==> src/rtl/atm_pkg.sv <==
// Shared constants and types for the ATM front end: key codes, default card/PIN
// provisioning and the PIN-entry state encoding.
package atm_pkg;

  localparam logic [3:0]  KEY_CLEAR         = 4'hC;
  localparam logic [3:0]  KEY_ENTER         = 4'hE;
  localparam logic [3:0]  DEFAULT_CARD_ID   = 4'b1010;
  localparam logic [15:0] DEFAULT_PIN_VALUE = 16'h0123;

  typedef enum logic [2:0] {
    S_IDLE,
    S_COLLECT,
    S_CHECK,
    S_GRANTED,
    S_LOCKED
  } atm_state_e;

  function automatic logic is_digit(input logic [3:0] code);
    return code <= 4'd9;
  endfunction

endpackage

==> src/rtl/atm_idle_timer.sv <==
// One-shot inactivity timer: a restart arms it, and once TIMEOUT_CYC cycles pass
// without another restart, expired is high for exactly the cycle before the flush edge.
module atm_idle_timer #(
  parameter int TIMEOUT_CYC = 1000
) (
  input  logic clk,
  input  logic reset,
  input  logic restart,
  input  logic enable,
  output logic expired
);

  localparam int            TW        = $clog2(TIMEOUT_CYC + 1);
  localparam logic [TW-1:0] LOAD      = TW'(TIMEOUT_CYC - 1);
  localparam logic          ONE_CYCLE = (TIMEOUT_CYC == 1);

  logic [TW-1:0] cnt;

  // Loading TIMEOUT_CYC-1 and flagging the 1->0 step makes the consumer act on
  // the TIMEOUT_CYC-th edge after the restart; a spent timer stays at zero.
  always_ff @(posedge clk) begin
    if (reset) begin
      cnt     <= '0;
      expired <= 1'b0;
    end else if (restart) begin
      cnt     <= LOAD;
      expired <= ONE_CYCLE;
    end else if (enable && cnt != '0) begin
      cnt     <= cnt - TW'(1);
      expired <= (cnt == TW'(1));
    end else begin
      expired <= 1'b0;
    end
  end

endmodule

==> src/rtl/atm_pin_entry.sv <==
// PIN-entry and authentication front end: card check, PIN shift buffer, fail
// counter with sticky lockout, and an inactivity flush of partial entries.
module atm_pin_entry
  import atm_pkg::*;
#(
  parameter int                      PIN_DIGITS  = 4,
  parameter int                      MAX_TRIES   = 3,
  parameter int                      TIMEOUT_CYC = 1000,
  parameter logic [3:0]              CARD_ID     = DEFAULT_CARD_ID,
  parameter logic [4*PIN_DIGITS-1:0] PIN_VALUE   = (4*PIN_DIGITS)'(DEFAULT_PIN_VALUE)
) (
  input  logic       clk,
  input  logic       reset,
  input  logic [3:0] card_swipe,
  input  logic [3:0] key_code,
  input  logic       key_valid,
  output logic       auth_ok,
  output logic       auth_fail,
  output logic       locked,
  output logic       timeout,
  output logic [2:0] digits_entered,
  output logic       busy,
  output atm_state_e state_dbg
);

  localparam int            BUF_W = 4 * PIN_DIGITS;
  localparam int            FW    = $clog2(MAX_TRIES + 1);
  localparam logic [2:0]    PIN_N = 3'(PIN_DIGITS);
  localparam logic [FW-1:0] MAX_T = FW'(MAX_TRIES);

  atm_state_e        state;
  logic [BUF_W-1:0]  pin_buf;
  logic [FW-1:0]     fail_cnt;
  logic [FW-1:0]     fail_next;
  logic              card_present;
  logic              key_hit;
  logic              pin_match;
  logic              timer_restart;
  logic              timer_enable;
  logic              timer_expired;

  // key_valid is a one-cycle strobe with no back-pressure: a key is consumed on
  // the edge it is sampled, or dropped if the current state does not take keys.
  assign card_present = (card_swipe == CARD_ID);
  assign key_hit      = key_valid && (is_digit(key_code) || key_code == KEY_CLEAR ||
                                      key_code == KEY_ENTER);
  assign pin_match    = (pin_buf == PIN_VALUE) && (digits_entered == PIN_N);
  assign fail_next    = fail_cnt + FW'(1);
  assign state_dbg    = state;

  // Restart on every entry into COLLECT and on every recognised key there.
  assign timer_restart = card_present &&
                         ((state == S_IDLE) ||
                          (state == S_COLLECT && key_hit) ||
                          (state == S_CHECK && !pin_match && fail_next != MAX_T));
  assign timer_enable  = (state == S_COLLECT);

  atm_idle_timer #(
    .TIMEOUT_CYC (TIMEOUT_CYC)
  ) u_idle_timer (
    .clk     (clk),
    .reset   (reset),
    .restart (timer_restart),
    .enable  (timer_enable),
    .expired (timer_expired)
  );

  always_ff @(posedge clk) begin
    if (reset) begin
      state          <= S_IDLE;
      pin_buf        <= '0;
      digits_entered <= '0;
      fail_cnt       <= '0;
      auth_ok        <= 1'b0;
      auth_fail      <= 1'b0;
      locked         <= 1'b0;
      timeout        <= 1'b0;
      busy           <= 1'b0;
    end else begin
      auth_fail <= 1'b0;
      timeout   <= 1'b0;
      case (state)
        S_IDLE: begin
          if (card_present) begin
            state <= S_COLLECT;
            busy  <= 1'b1;
          end
        end
        S_COLLECT: begin
          if (!card_present) begin
            state          <= S_IDLE;
            pin_buf        <= '0;
            digits_entered <= '0;
            busy           <= 1'b0;
          end else if (key_hit) begin
            if (is_digit(key_code)) begin
              if (digits_entered < PIN_N) begin
                pin_buf        <= (pin_buf << 4) | BUF_W'(key_code);
                digits_entered <= digits_entered + 3'd1;
              end
            end else if (key_code == KEY_CLEAR) begin
              pin_buf        <= '0;
              digits_entered <= '0;
            end else begin
              state <= S_CHECK;
            end
          end else if (timer_expired) begin
            pin_buf        <= '0;
            digits_entered <= '0;
            timeout        <= 1'b1;
          end
        end
        S_CHECK: begin
          if (!card_present) begin
            state          <= S_IDLE;
            pin_buf        <= '0;
            digits_entered <= '0;
            busy           <= 1'b0;
          end else if (pin_match) begin
            state    <= S_GRANTED;
            fail_cnt <= '0;
            auth_ok  <= 1'b1;
            busy     <= 1'b0;
          end else begin
            auth_fail      <= 1'b1;
            fail_cnt       <= fail_next;
            pin_buf        <= '0;
            digits_entered <= '0;
            if (fail_next == MAX_T) begin
              state  <= S_LOCKED;
              locked <= 1'b1;
              busy   <= 1'b0;
            end else begin
              state <= S_COLLECT;
            end
          end
        end
        S_GRANTED: begin
          if (!card_present) begin
            state          <= S_IDLE;
            pin_buf        <= '0;
            digits_entered <= '0;
            auth_ok        <= 1'b0;
          end
        end
        S_LOCKED: begin
          locked <= 1'b1;
        end
        default: begin
          state <= S_IDLE;
          busy  <= 1'b0;
        end
      endcase
    end
  end

endmodule

==> config.mk <==
export PLATFORM = sky130hd
export DESIGN_NAME = atm_pin_entry
export DESIGN_NICKNAME = d
export VERILOG_FILES = /design/src/rtl/atm_pkg.sv /design/src/rtl/atm_idle_timer.sv /design/src/rtl/atm_pin_entry.sv
export SDC_FILE = /design/constraint.sdc
export NUM_CORES = 1
export LEC_CHECK = 0
export CAP_MARGIN = 20
export CORE_ASPECT_RATIO = 1.4
export CORE_MARGIN = 10
export CORE_UTILIZATION = 25
export CTS_CLUSTER_SIZE = 24
export DETAILED_ROUTE_END_ITERATION = 8
export GPL_ROUTABILITY_DRIVEN = 0
export PLACE_DENSITY_LB_ADDON = 0.05
export SLEW_MARGIN = 20
export SYNTH_ARGS = -nofsm -noshare
export SYNTH_HDL_FRONTEND = slang
export SYNTH_SLANG_ARGS = --single-unit
==> constraint.sdc <==
create_clock -name clk -period 2.5 [get_ports clk]
set_input_delay 0.5 -clock clk [delete_from_list [all_inputs] [get_ports clk]]
set_output_delay 0.5 -clock clk [all_outputs]
set_load 0.01 [all_outputs]
==> flow_summary.toml <==
[status]
status = "finished clean"

[worst_setup_path]
critPathKind = "primary input to flip-flop"
reg2reg_slack_ns = 0.52
cpPeakStageDelay_ns = 0.50
crit_required_ns = 2.72
r2r-start = "digits_entered[2]"
crit_arrival_ns = 2.32
critical_path.top_delay_family = "compound AO/OA/AOI/OAI gates"
worstPathCellList = "clkdlybuf4s50_1 -> o21a_1 -> or2_1 -> or3_1 -> a2111o_1 -> o21ai_1"
critPathMaxFanout = 6
reg2reg_depth = 7
worst_setup_path_end_kind = "flip-flop"
path_buf_inv = 1
critical_path.slowest_cell = "clkdlybuf4s50_1"
critPathLaunchType = "primary input"
rr_endpoint = "pin_buf[11]"

[clock_network]
tritoncts = "built"
path_clk_slew_ns = 0.06
cts_root_buf = "clkbuf_16"
post_cts_buffers = 0
clock_latency_ns = 0.29
cts.sink_count = 40
htree_levels = 2
cts_made_buffers = 5
ctsHoldBuffers = 0
cts_resized = 0
clockBufferDepth = 2

[yosys]
ys_types = 48
ys_seq_elements = 40
syn_avg_cell_area_um2 = 8.86
yosys-top-cells-count = "dfxtp_1 (40), nand2_1 (26), nand2b_1 (21)"
synth_top_area_cell = "dfxtp_1"
ys_seq_area_share_pct = 38.8
async_flop_share_pct = 0
synth.most_common_cell = "dfxtp_1"
synthTopCellsByArea = "dfxtp_1 (39%), mux2i_1 (9.2%), nand2b_1 (6.4%), nand2_1 (4.7%), a21oi_1 (3.9%)"
yosysWarningCount = 0
syn_area_um2 = 2060
synthCells = 233
syn-num-nets = 250
ys.flop_type = "dfxtp_1"
synth_edf_count = 0
synth_top_area_share_pct = 38.8

[floorplanning]
ioPinCount = 22
die_h_um = 128
die_w_um = 96.8
start_util_pct = 25.5
core_area_um2 = 8100
row_count = 39
dieArea_um2 = 12300

[drt]
drt_iter0_drc = 62
routed_wl_um = 5380
drtPass1Iterations = 4
viasPerCell = 4.69
vias = 1702
drc_errors = 0
postRouteAntennaNets = 0
wl_per_cell_um = 14.8

[timing]
period_needed_ns = 2.09
finClkSkew_ns = 0.00665
setup_viol = 0
slew_headroom_pct = 69.1
finalCritPeriodShare_pct = 83.7
fmax_mhz = 478
worstMarginPinSlew_ns = 0.460
finalHoldViolations = 0
slew_violations = 0
tns_ns = 0
grt_setup_unrepaired = "false"

[cells_and_area]
drive_above_1_share_pct = 10.7
n_antenna_cell = 0
fillCellCount = 894
nets = 277
design_area_um2 = 2610
regArea_um2 = 801
syn_to_final_growth_pct = 26.2
multi_input_area_um2 = 1180

[global_route]
grtUsageTotal_pct = 8.93
antenna_found_initial = 0
grt_max_degree = 20
grt_pass1_vias = 1757
grt_pass1_wl_um = 8960
gr-total-overflow = 0

[worst_hold_path]
hp-start = "pin_buf[8]"
hp-class = "flip-flop to flip-flop"
hold_end = "pin_buf[12]"
holdPathStages = 2

[power_and_ir_drop]
p_per_area_nw_per_um2 = 577
peakVddDrop_mv = 0.330
power_leakage_nw = 0.973

[placement]
placed_area_um2 = 2440
io_buffers = 21
place.detailed.hpwl_um = 3990

[run]
maxCapViolCount = 0
state kept, by name, indices dropped and copies added, names as in the netlist, 2 cells and up:
register / cells
fail_cnt: 2
u_idle_timer.cnt: 10
digits_entered: 3
pin_buf: 16
state_dbg: 3
metal layers:
layer  GRT usage [%]  part of all wire [%]
met5               0                     0
met4            3.74                   1.7
met3            2.54                   2.9
met2            16.0                    52
met1            9.54                    43
report_power, final:
part	total, W	switching (W)	internal, W
combinational	0.000113	0.0000564	0.0000566
sequential	0.000653	0.00000845	0.000645
clock	0.000737	0.000268	0.000469
worst reg2reg max path, stage by stage, from the launching register on:
cell	delay, ns
dfxtp_1	0.43
nand4b_1	0.12
nor3_1	0.23
and4_1	0.45
o31ai_2	0.17
nor2_4	0.12
buf_12	0.19
mux2i_1	0.21
how the worst max path moves through the flow:
| stage | start | end | cells after the start |
|---|---|---|---|
| 6_report | key_code[1] | digits_entered[2] | 6 |
| 5_1_grt | key_code[1] | pin_buf[13] | 8 |
| 4_1_cts | key_code[1] | digits_entered[2] | 6 |
| 3_5_place_dp | key_code[1] | digits_entered[2] | 6 |
| 3_3_place_gp | key_code[1] | digits_entered[2] | 6 |
| 2_1_floorplan | digits_entered[0] | pin_buf[10] | 10 |
layout by cell type (no fill, tap or decap), types with 2 or more instances in the layout:
cell type,n
a211oi_1,3
a21oi_1,16
and4_1,2
buf_4,9
clkbuf_16,5
clkdlybuf4s50_1,21
dfxtp_1,40
ha_1,6
inv_1,9
mux2i_1,19
nand2_1,26
nand2b_1,21
nand3_1,2
nand3b_1,5
nand4b_1,2
nor2_1,11
nor2b_1,5
nor3_1,12
nor3_2,2
nor4_1,2
o21a_1,2
o21ai_0,3
o21ai_1,3
or3_1,2
or4_1,2
xnor2_1,3
xor2_1,3
through the flow:
step	utilization, %	hold slack [ns]	worst slack (ns)	total power, W	cells
detailed placement	30.1	0.472	0.119	0.000783	355
floorplan	-	0.443	0.568	0.000735	233
CTS	32.2	0.478	0.407	0.00154	363
global placement	30.1	0.464	0.124	0.000783	355
finish	32.2	0.475	0.408	0.00150	363
global route	32.2	0.491	0.288	0.00157	363
kinds of logic after synthesis:
group / share of synthesized area (%)
buffers and inverters: 4.18
xor gates and xnor gates: 2.55
adders and majority gates: 3.64
DFF: 38.8
muxes: 9.76
and+or+nand+nor: 29.5
AOI/OAI and AO/OA: 11.6
final cells by class:
type	instances	area share (%)
clock buffers	5	4.80
flip-flops and latches	40	30.7
repair buffers	31	11.4
inverters	9	1.30
multi-input cells	173	45.2
clock inverters	3	1.63
well taps	102	4.90
Note: power is estimated with default switching activity, not from simulation.
